===== src/rtl/mem_pkg.sv =====
// rtl/mem_pkg.sv - shared DataMem encodings and arbiter types
package mem_pkg;
    localparam int ADDR_W_DEF = 32;
    localparam int DATA_W_DEF = 32;

    typedef enum logic [1:0] {
        SIZE_BYTE = 2'd0,
        SIZE_HALF = 2'd1,
        SIZE_WORD = 2'd2
    } mem_size_e;

    typedef enum logic [1:0] {
        IDLE       = 2'd0,
        CPU_OWN    = 2'd1,
        DBG_OWN    = 2'd2,
        DBG_LOCKED = 2'd3
    } arb_state_e;

    typedef enum logic [1:0] {
        OWN_NONE = 2'd0,
        OWN_CPU  = 2'd1,
        OWN_DBG  = 2'd2
    } owner_e;
endpackage


===== src/rtl/arb_starve_counter.sv =====
// rtl/arb_starve_counter.sv - saturating DBG wait counter with clear
module arb_starve_counter #(
    parameter int LIMIT = 4
) (
    input  logic clk,
    input  logic rst_n,
    input  logic clr,
    input  logic inc,
    output logic at_limit
);
    logic [3:0] count;

    assign at_limit = (count == 4'(LIMIT));

    always_ff @(posedge clk or negedge rst_n) begin
        if (!rst_n) begin
            count <= '0;
        end else if (clr) begin
            count <= '0;
        end else if (inc && !at_limit) begin
            count <= count + 4'd1;
        end
    end
endmodule


===== src/rtl/dmem_arbiter.sv =====
// rtl/dmem_arbiter.sv - CPU-priority DataMem arbiter with DBG starvation guard and lock
module dmem_arbiter
    import mem_pkg::*;
#(
    parameter int ADDR_W       = ADDR_W_DEF,
    parameter int DATA_W       = DATA_W_DEF,
    parameter int STARVE_LIMIT = 4
) (
    input  logic              clk,
    input  logic              rst_n,
    input  logic              cpu_req,
    input  logic              cpu_wen,
    input  logic [1:0]        cpu_size,
    input  logic              cpu_sign,
    input  logic [ADDR_W-1:0] cpu_addr,
    input  logic [DATA_W-1:0] cpu_wdata,
    output logic [DATA_W-1:0] cpu_rdata,
    output logic              cpu_stall,
    input  logic              dbg_req,
    input  logic              dbg_lock,
    input  logic              dbg_wen,
    input  logic [1:0]        dbg_size,
    input  logic              dbg_sign,
    input  logic [ADDR_W-1:0] dbg_addr,
    input  logic [DATA_W-1:0] dbg_wdata,
    output logic              dbg_gnt,
    output logic              dbg_rvalid,
    output logic [DATA_W-1:0] dbg_rdata,
    output logic [ADDR_W-1:0] mem_addr,
    output logic [1:0]        mem_size,
    output logic              mem_sign,
    output logic              mem_wen,
    output logic [DATA_W-1:0] mem_wdata,
    input  logic [DATA_W-1:0] mem_rdata
);
    arb_state_e state;
    owner_e     owner;
    logic       at_limit;
    logic       dbg_access;
    logic       cpu_access;

    // Owner is forced to none while reset is held so the port goes quiet at once.
    always_comb begin
        owner = OWN_NONE;
        if (!rst_n) begin
            owner = OWN_NONE;
        end else if (state == DBG_LOCKED) begin
            owner = OWN_DBG;
        end else if (dbg_req && (!cpu_req || at_limit)) begin
            owner = OWN_DBG;
        end else if (cpu_req) begin
            owner = OWN_CPU;
        end
    end

    assign dbg_access = (owner == OWN_DBG) && dbg_req;
    assign cpu_access = (owner == OWN_CPU);
    assign dbg_gnt    = dbg_access;
    assign cpu_stall  = rst_n && cpu_req && !cpu_access;
    assign cpu_rdata  = cpu_access ? mem_rdata : '0;

    always_comb begin
        mem_addr  = '0;
        mem_size  = '0;
        mem_sign  = 1'b0;
        mem_wen   = 1'b0;
        mem_wdata = '0;
        if (dbg_access) begin
            mem_addr  = dbg_addr;
            mem_size  = dbg_size;
            mem_sign  = dbg_sign;
            mem_wen   = dbg_wen;
            mem_wdata = dbg_wdata;
        end else if (cpu_access) begin
            mem_addr  = cpu_addr;
            mem_size  = cpu_size;
            mem_sign  = cpu_sign;
            mem_wen   = cpu_wen;
            mem_wdata = cpu_wdata;
        end
    end

    arb_starve_counter #(.LIMIT(STARVE_LIMIT)) u_starve (
        .clk      (clk),
        .rst_n    (rst_n),
        .clr      (dbg_access || !dbg_req),
        .inc      (dbg_req && !dbg_access),
        .at_limit (at_limit)
    );

    always_ff @(posedge clk or negedge rst_n) begin
        if (!rst_n) begin
            state      <= IDLE;
            dbg_rvalid <= 1'b0;
            dbg_rdata  <= '0;
        end else begin
            dbg_rvalid <= dbg_access && !dbg_wen;
            if (dbg_access && !dbg_wen) begin
                dbg_rdata <= mem_rdata;
            end
            if (state == DBG_LOCKED) begin
                if (!dbg_lock) begin
                    state <= IDLE;
                end
            end else begin
                case (owner)
                    OWN_DBG: state <= dbg_lock ? DBG_LOCKED : DBG_OWN;
                    OWN_CPU: state <= CPU_OWN;
                    default: state <= IDLE;
                endcase
            end
        end
    end
endmodule


===== config.mk =====
export PLATFORM = sky130hd
export DESIGN_NAME = dmem_arbiter
export DESIGN_NICKNAME = d
export VERILOG_FILES = /design/src/rtl/mem_pkg.sv /design/src/rtl/arb_starve_counter.sv /design/src/rtl/dmem_arbiter.sv
export SDC_FILE = /design/constraint.sdc
export NUM_CORES = 1
export LEC_CHECK = 0
export BUFFER_PORTS_ARGS = -buffer_cell sky130_fd_sc_hd__clkbuf_2
export CORE_AREA = 2 2 120 122
export DETAILED_ROUTE_END_ITERATION = 16
export DIE_AREA = 0 0 122 124
export GPL_TIMING_DRIVEN = 0
export PLACE_DENSITY = 0.55
export SLEW_MARGIN = 20
export SYNTH_ARGS = -nofsm -noshare
export SYNTH_HDL_FRONTEND = slang
export SYNTH_SLANG_ARGS = --single-unit
export TNS_END_PERCENT = 10

===== constraint.sdc =====
create_clock -name clk -period 3.1 [get_ports clk]
set_input_delay 0.31 -clock clk [delete_from_list [all_inputs] [get_ports clk]]
set_output_delay 0.31 -clock clk [all_outputs]
set_load 0.005 [all_outputs]

Word level (Yosys, flattened, before mapping)

Index checks and enable logic that the tools add are counted.

Add/sub/neg operators: 1
$lt $le $gt $ge: 0
Shift operators: 0
$mul: 0
Bitwise gates (word level): 0
Mux-type cells: 21
Equality and inequality tests: 5
Reductions and logical operators: 16
Divide/modulo/power cells: 0

Operator list:

| operator            | number |
|---|---|
| $mux 32             | 5 |
| $mux 2              | 7 |
| $mux 4              | 2 |
| $logic_and 1x1->1   | 7 |
| $logic_not 1->1     | 6 |
| $mux 1              | 6 |
| $add 4x1->4 const B | 1 |
| $eq 2x2->1 const B  | 2 |
| $eq 4x3->1 const B  | 1 |
| $pmux 2 s2          | 1 |
| $eq 2x1->1 const B  | 1 |
| $logic_or 1x1->1    | 2 |
| $ne 2x2->1 const B  | 1 |
| $reduce_bool 2->1   | 1 |

Memories: 0
Bits in registers: 39
Memory bits (read-only): 0
Logic and storage cells: 47
Bits in latches: 0
Input bits: 173
Bits in writable memories: 0

Logic depth before layout (Yosys ltp)

Gate-level depths: netlist (run 1).

Word-level depth: 13
Mapped depth: 12

Cells and area by module

Synthesis (run 1) repeated with hierarchy kept, for this count alone.

Cell total of the unflattened synthesis: 380
Area total of the unflattened synthesis: 2927.8 um^2

By module, submodules not included:

| module             | cells each | area each (um^2) | times used |
|---|---|---|---|
| dmem_arbiter       | 356        | 2693.8           | 1 |
| arb_starve_counter | 24         | 234.0            | 1 |

Worst setup path after synthesis (run 1)

Ideal clock, no wire load.

Path type: flip-flop to output port
Start: reg u_starve.count[0]
End: out mem_addr[0]
Stages on the path, launching flop included: 13
Arrival time: 2161 ps
Path slack: 629 ps
Data required time: 2790 ps
Path through: dfrtp_1 inv_1 ha_1 and3b_1 a211oi_1 inv_1 ha_1 and2_1 buf_2 buf_4 buf_4 nand2_1 o21ai_0

Cells in the longest elaborated chain, start to end: 9
Elaborated cells between the ends (all ways): 11

Ends and longest elaborated chain:

| element                                      | line                                   | source |
|---|---|---|
| start: declaration                           | arb_starve_counter.sv:11               | `logic [3:0] count;` |
| start signal: assignment                     | arb_starve_counter.sv:21               | `count <= count + 4'd1;` |
| $eq 4x3->1 (*)                               | arb_starve_counter.sv:13               | `assign at_limit = (count == 4'(LIMIT));` |
| $logic_or 1x1->1 (*)                         | dmem_arbiter.sv:49                     | `end else if (dbg_req && (!cpu_req \|\| at_limit)) begin` |
| $logic_and 1x1->1 (*)                        | dmem_arbiter.sv:49                     |  |
| $mux 2 (*)                                   | dmem_arbiter.sv:49                     |  |
| $mux 2 (*)                                   | dmem_arbiter.sv:47                     | `end else if (state == DBG_LOCKED) begin` |
| $mux 2 (*)                                   | dmem_arbiter.sv:45                     | `if (!rst_n) begin` |
| $eq 2x1->1 or $eq 2x2->1 (tied branches)     | dmem_arbiter.sv:57, dmem_arbiter.sv:56 |  |
| $mux 32 or $logic_and 1x1->1 (tied branches) | dmem_arbiter.sv:74, dmem_arbiter.sv:56 |  |
| $mux 32 (*)                                  | dmem_arbiter.sv:68                     | `if (dbg_access) begin` |
| end: declaration                             | dmem_arbiter.sv:29                     | `output logic [ADDR_W-1:0] mem_addr,` |

Mark *: on every way between the ends. The rest lies on a longest branch, timed or not.

Final worst setup path (run 1)

Start: reg u_starve.count[0]
End: out mem_addr[2]

The elaborated chain is that of the path after synthesis.

==> summary.md, run 1 <==
| Metric | Value |
|---|---|
| # clock sinks | 39 |
| Critical Path End Type | output pin |
| Status | finished clean |
| Routed len/inst | 14.6 um |
| WS Path Type | reg2out |
| Hold_buf cts | 0 |
| Worst r2r src | u_starve.count[0] |
| Placer congestion estimate | 0.910 |
| Top post-synthesis cells by area | dfrtp_1, nand2_1, mux2_4 |
| Routed vias/inst | 4.17 |
| GRT Util Overall | 15.8% |
| Port Buf Inserts | 307 |
| Inserted Diodes | 0 |
| Vias | 3,638 |
| Hold WC Path Type | in2async |
| GRT Residual Overflow | 0 |
| Die W | 122 um |
| Pwr dens | 391 nW/um^2 |
| Worst Path Arrival | 2.68 ns |
| Final WS setup | 0.110 ns |
| CTS tree | done |
| Area grow syn2layout | 69.4% |
| Setup violations, final | 0 |
| Fin nets | 868 |
| Dpl ws | -0.568 ns |
| Yosys Warn Count | 0 |
| # DRC | 0 |
| Pin count of the biggest net entering global routing | 43 |
| Die Area | 15,100 um^2 |
| Vias in the first global route | 3,409 |
| FF-to-FF setup slack | 0.65 ns |
| Mapped Area | 2890 um^2 |
| Post-synth ARST share | 100% |
| Startpoint type of the worst setup path | flop |
| H-tree levels | 2 |
| Post-Syn Instances | 373 |
| CP max FO | 10 |
| Starting Density | 21.1% |
| Iter 0 DRT Violations | 109 |
| FP Rows | 43 |
| Post-DP HPWL | 10,900 um |
| CP required | 2.79 ns |
| Clk slew on worst S/H paths | 0.06 ns |
| Seq/Total Area, Yosys | 33.7% |
| I/O pins | 308 |
| Yosys reg bits | 39 |
| RSZ-0062 raised after global routing | true |
| Routed wire length | 12,800 um |
| Post-synth top cells | nand2_1, o21ai_0, dfrtp_1, and2_1, mux2_4 |
| Yosys top cell by area | dfrtp_1 |
| Clock Latency Late Sink | 0.28 ns |
| Hold_ws | 0.0451 ns |
| Headroom to the max-slew limit | 62.7% |
| Final period utilization | 96.5% |
| Max clock buf depth | 2 |
| Top cell type's share of synthesized area | 33.7% |
| Register-to-Register Path Depth | 11 |
| Antenna-violating nets left | 0 |
| Post-synth EDFFs | 0 |
| Syn_nets | 550 |
| Mapped Avg Cell Area | 7.76 um^2 |
| 1st-pass router iterations | 4 |
| Initial antenna violation count | 0 |
| Worst slew pin tran | 0.559 ns |
| Predominant post-synthesis flop cell | dfrtp_1 |
| Most common cell in the netlist | nand2_1 |
| Final Max Tran Viols | 0 |
| Die Ht | 124 um |
| Share of layout cells above drive strength 1 | 54.5% |
| Root buf cell | clkbuf_16 |
| Number of CTS-inserted buffers | 5 |
| Setup TNS | 0 ns |
| Max-cap violations | 0 |
| Global-route wire length before repair | 18,400 um |
| Core area | 13,700 um^2 |
| Max Clk Rate | 334 MHz |
| Leakage power | 2.77 nW |
| Clock skew | 0.00585 ns |
| Peak supply drop | 252 uV |
| Final hold vios | 0 |
| Synth unique cells | 27 |
| Final min period | 2.99 ns |
| Final Core Density | 35.7% |
| RR Endpoint | dbg_rdata[28] |
==> timing repair <==
action	in CTS	in global routing
pin swaps	1	1
gates resized for setup	14	18
gates cloned	0	0
buffers inserted	0	4
setup endpoints to repair	100	68
==> state kept, by name, summed over array words and instances, names as in the netlist <==
register and count:
dbg_rvalid 1, dbg_rdata 32, u_starve.count 4, state 2
==> cell families after synthesis <==
logic type	synth area share, %
flip-flops	33.7
XOR/XNOR	0.606
AND/OR/NAND/NOR	27.6
multiplexers	16.2
buffers and inverters	6.31
AO/OA/AOI/OAI	13.8
adder cells (fa/ha/maj)	1.73
==> critical path, stage by stage, from the launching register on <==
cell and delay (ns):
dfrtp_1 0.36, inv_1 0.07, ha_1 0.22, and3b_2 0.25, a211oi_2 0.26, inv_1 0.07, ha_2 0.20, and2_1 0.15
buf_4 0.17, buf_6 0.15, buf_4 0.16, nand2_1 0.08, o21ai_0 0.11, clkbuf_2 0.14
==> layout by cell type (no fill, tap or decap), types with 10 or more instances in the layout <==
master and instances:
clkbuf_1 10, mux2_4 29, dfrtp_1 39, nand2_1 141, and2_1 34, clkbuf_2 308
buf_4 10, o21ai_0 60
==> per-stage QoR <==
step	instances	total power (W)	instance area (um^2)
floorplan	373	0.000970	2890
global placement	860	0.00133	4650
detailed placement	860	0.00134	4650
CTS	868	0.00194	4840
global route	872	0.00204	4900
finish	872	0.00192	4900
==> worst max-delay path by stage <==
stage,depth (start not counted),slack (ns),start,to
2_1_floorplan,12,0.63,u_starve.count[0],mem_addr[0]
3_3_place_gp,9,-0.62,rst_n,mem_addr[29]
3_5_place_dp,9,-0.57,rst_n,mem_addr[29]
4_1_cts,13,0.005,u_starve.count[0],mem_addr[0]
5_1_grt,10,-0.06,u_starve.count[0],mem_addr[6]
6_report,13,0.11,u_starve.count[0],mem_addr[2]
==> per-layer routing <==
layer | vias to the layer above | global-route usage (%) | wire length [um]
met1 | 1593 | 19.2 | 5140
met2 | 185 | 28.0 | 6280
met5 | - | 0 | 0
li1 | 1850 | - | -
met4 | 0 | 3.81 | 158
met3 | 10 | 4.21 | 1180
==> power breakdown <==
group,total [W],switching (W),internal [W]
Clock,0.000584,0.000204,0.000379
Combinational,0.000647,0.000267,0.000380
Sequential,0.000688,0.0000631,0.000625
==> cell type report <==
class                   count  area [um^2]
inverters                   4         15.0
clock inverters             3         43.8
multi-input cells         300         1760
flip-flops and latches     39          976
well taps                 180          225
fillers                  1528         8820
repair buffers            311         1570
plain buffers              30          189
clock buffers               5          125
Note: power is estimated with default switching activity, not from simulation.
==> run 2, diff against run 1 <==
--- a/config.mk
+++ b/config.mk
@@ -9,7 +9,9 @@
 export CORE_AREA = 2 2 120 122
 export DETAILED_ROUTE_END_ITERATION = 16
 export DIE_AREA = 0 0 122 124
+export GPL_ROUTABILITY_DRIVEN = 0
 export GPL_TIMING_DRIVEN = 0
+export MAX_ROUTING_LAYER = met4
 export PLACE_DENSITY = 0.55
 export SLEW_MARGIN = 20
 export SYNTH_ARGS = -nofsm -noshare
==> run 2 against run 1 <==
Maximum frequency is 0.37% lower. Cell count stayed put. Sequential cell count stayed put. Register-to-register slack hardly changed. Clock skew hardly changed. Global-route usage is 0.48 points higher. Die area stayed put. Sequential power hardly changed. Critical path type unchanged. Critical endpoint unchanged.
==> summary.md, run 2 (same netlist as run 1, synthesis figures left out) <==
| Metric | Value |
|---|---|
| GRT Residual Overflow | 0 |
| Final hold vios | 0 |
| Die W | 122 um |
| Hold WC Path Type | in2async |
| Final min period | 3.00 ns |
| Dpl ws | -0.568 ns |
| # clock sinks | 39 |
| Core area | 13,700 um^2 |
| CP max-delay cell | dfrtp_1 |
| Combinational Power Share | 33.8% |
| Cell Int Power | 0.00138 W |
| Post-DP HPWL | 10,900 um |
| Final Max Tran Viols | 0 |
| NetSw | 0.000533 W |
| # DRC | 0 |
| H-tree levels | 2 |
| Die Area | 15,100 um^2 |
| RSZ-0062 raised after global routing | true |
| I/O pins | 308 |
| FP Rows | 43 |
| Area grow syn2layout | 69.4% |
| Final period utilization | 96.8% |
| Max-cap violations | 0 |
| CTS tree | done |
| Share of layout cells above drive strength 1 | 54.5% |
| Vias in the first global route | 3,423 |
| Inserted Diodes | 0 |
| Startpoint type of the worst setup path | flop |
| Global-route wire length before repair | 18,400 um |
| CP delay by family, top | buffers and inverters |
| CP required | 2.79 ns |
| Vias | 3,642 |
| Sw Share | 27.8% |
| Final instance area | 4900 um^2 |
| Number of CTS-inserted buffers | 5 |
| CP max stage delay | 0.36 ns |
| Critical Path End Type | output pin |
| Port Buf Inserts | 307 |
| Biggest register | dbg_rdata |
| GRT Util Overall | 16.3% |
| Clock power share | 30.4% |
| Routed vias/inst | 4.18 |
| Initial antenna violation count | 0 |
| Root buf cell | clkbuf_16 |
| Headroom to the max-slew limit | 62.5% |
| Fin nets | 868 |
| Pwr dens | 391 nW/um^2 |
| 1st-pass router iterations | 4 |
| Largest register FFs | 32 |
| Share of total power in sequential cells | 35.9% |
| Hold_ws | 0.0466 ns |
| Most frequent cells in the layout | clkbuf_2, nand2_1, o21ai_0, dfrtp_1, and2_1 |
| Most common cell after layout, fill and taps aside | clkbuf_2 |
| Routed wire length | 12,800 um |
| Die Ht | 124 um |
| Regs by FF count | dbg_rdata: 32 flops, u_starve.count: 4 flops, state: 2 flops |
| Clk slew on worst S/H paths | 0.06 ns |
| Leakage power | 2.77 nW |
| CP max FO | 10 |
| Worst-path cell chain | inv_1 -> ha_1 -> and3b_2 -> a211oi_2 -> inv_1 -> ha_2 -> and2_1 -> buf_4 -> buf_6 -> buf_4 -> nand2_1 -> o21ai_0 -> clkbuf_2 |
| Worst Path Arrival | 2.69 ns |
| Clock Latency Late Sink | 0.28 ns |
| Setup TNS | 0 ns |
| Worst slew pin tran | 0.562 ns |
| WS Path Type | reg2out |
| Peak supply drop | 251 uV |
| Final WS setup | 0.0985 ns |
| Clock skew | 0.00585 ns |
| Starting Density | 21.1% |
| Status | finished clean |
| Max clock buf depth | 2 |
| Max Clk Rate | 333 MHz |
| Setup violations, final | 0 |
| Iter 0 DRT Violations | 101 |
| Cell Area, Placed | 4650 um^2 |
| Antenna-violating nets left | 0 |
| Pin count of the biggest net entering global routing | 43 |
| FF-to-FF setup slack | 0.65 ns |
| Crit path buffers/inverters | 6 |
| Routed len/inst | 14.6 um |
## run 2: worst paths after layout
path	start	end	cells past startpoint
setup reg to reg	u_starve.count[0]	dbg_rdata[28]	11
setup / recovery	u_starve.count[0]	mem_addr[2]	13
max in group asynchronous	rst_n	state[1]	1
hold reg to reg	dbg_rdata[17]	dbg_rdata[17]	1
hold / removal	rst_n	dbg_rdata[14]	1
min in group clk	dbg_lock	state[1]	3
## run 2: cell type report
type / instances / area (um^2)
buffer: 30 / 189
clock buffer: 5 / 125
clock inverter: 3 / 43.8
fill: 1528 / 8820
inverter: 4 / 15.0
multi-input combinational: 300 / 1760
sequential: 39 / 976
tap: 180 / 225
timing repair buffer: 311 / 1570
## run 2: power groups by stage
stage	Combinational, W	Clock (W)	Sequential (W)
after floorplan	0.000269	0	0.000702
after global placement	0.000644	0	0.000691
after detailed placement	0.000641	0	0.000697
after CTS	0.000648	0.000599	0.000689
after global routing	0.000713	0.000625	0.000701
final	0.000647	0.000582	0.000687
## run 2: through the flow
step / utilization, % / cells / power, W
3_5_place_dp: 33.9 / 860 / 0.00134
4_1_cts: 35.3 / 868 / 0.00194
6_report: 35.7 / 872 / 0.00192
5_1_grt: 35.7 / 872 / 0.00204
2_1_floorplan: - / 373 / 0.000970
3_3_place_gp: 33.9 / 860 / 0.00133
## run 2: timing repair
action / 4_1_cts / 5_1_grt
setup endpoints to repair: 100 / 68
resized for setup: 14 / 20
hold buffers: 0 / 0
setup buffers: 0 / 4
pin swaps: 1 / 1
## run 2: routing by layer
| metal | share of wire [%] | track usage [%] | wire [um] | vias up |
|---|---|---|---|---|
| li1 | - | - | - | 1851 |
| met1 | 41 | 19.5 | 5270 | 1594 |
| met2 | 49 | 28.2 | 6270 | 187 |
| met3 | 8.3 | 3.53 | 1050 | 10 |
| met4 | 1.2 | 3.81 | 157 | 0 |
| met5 | 0 | - | 0 | - |
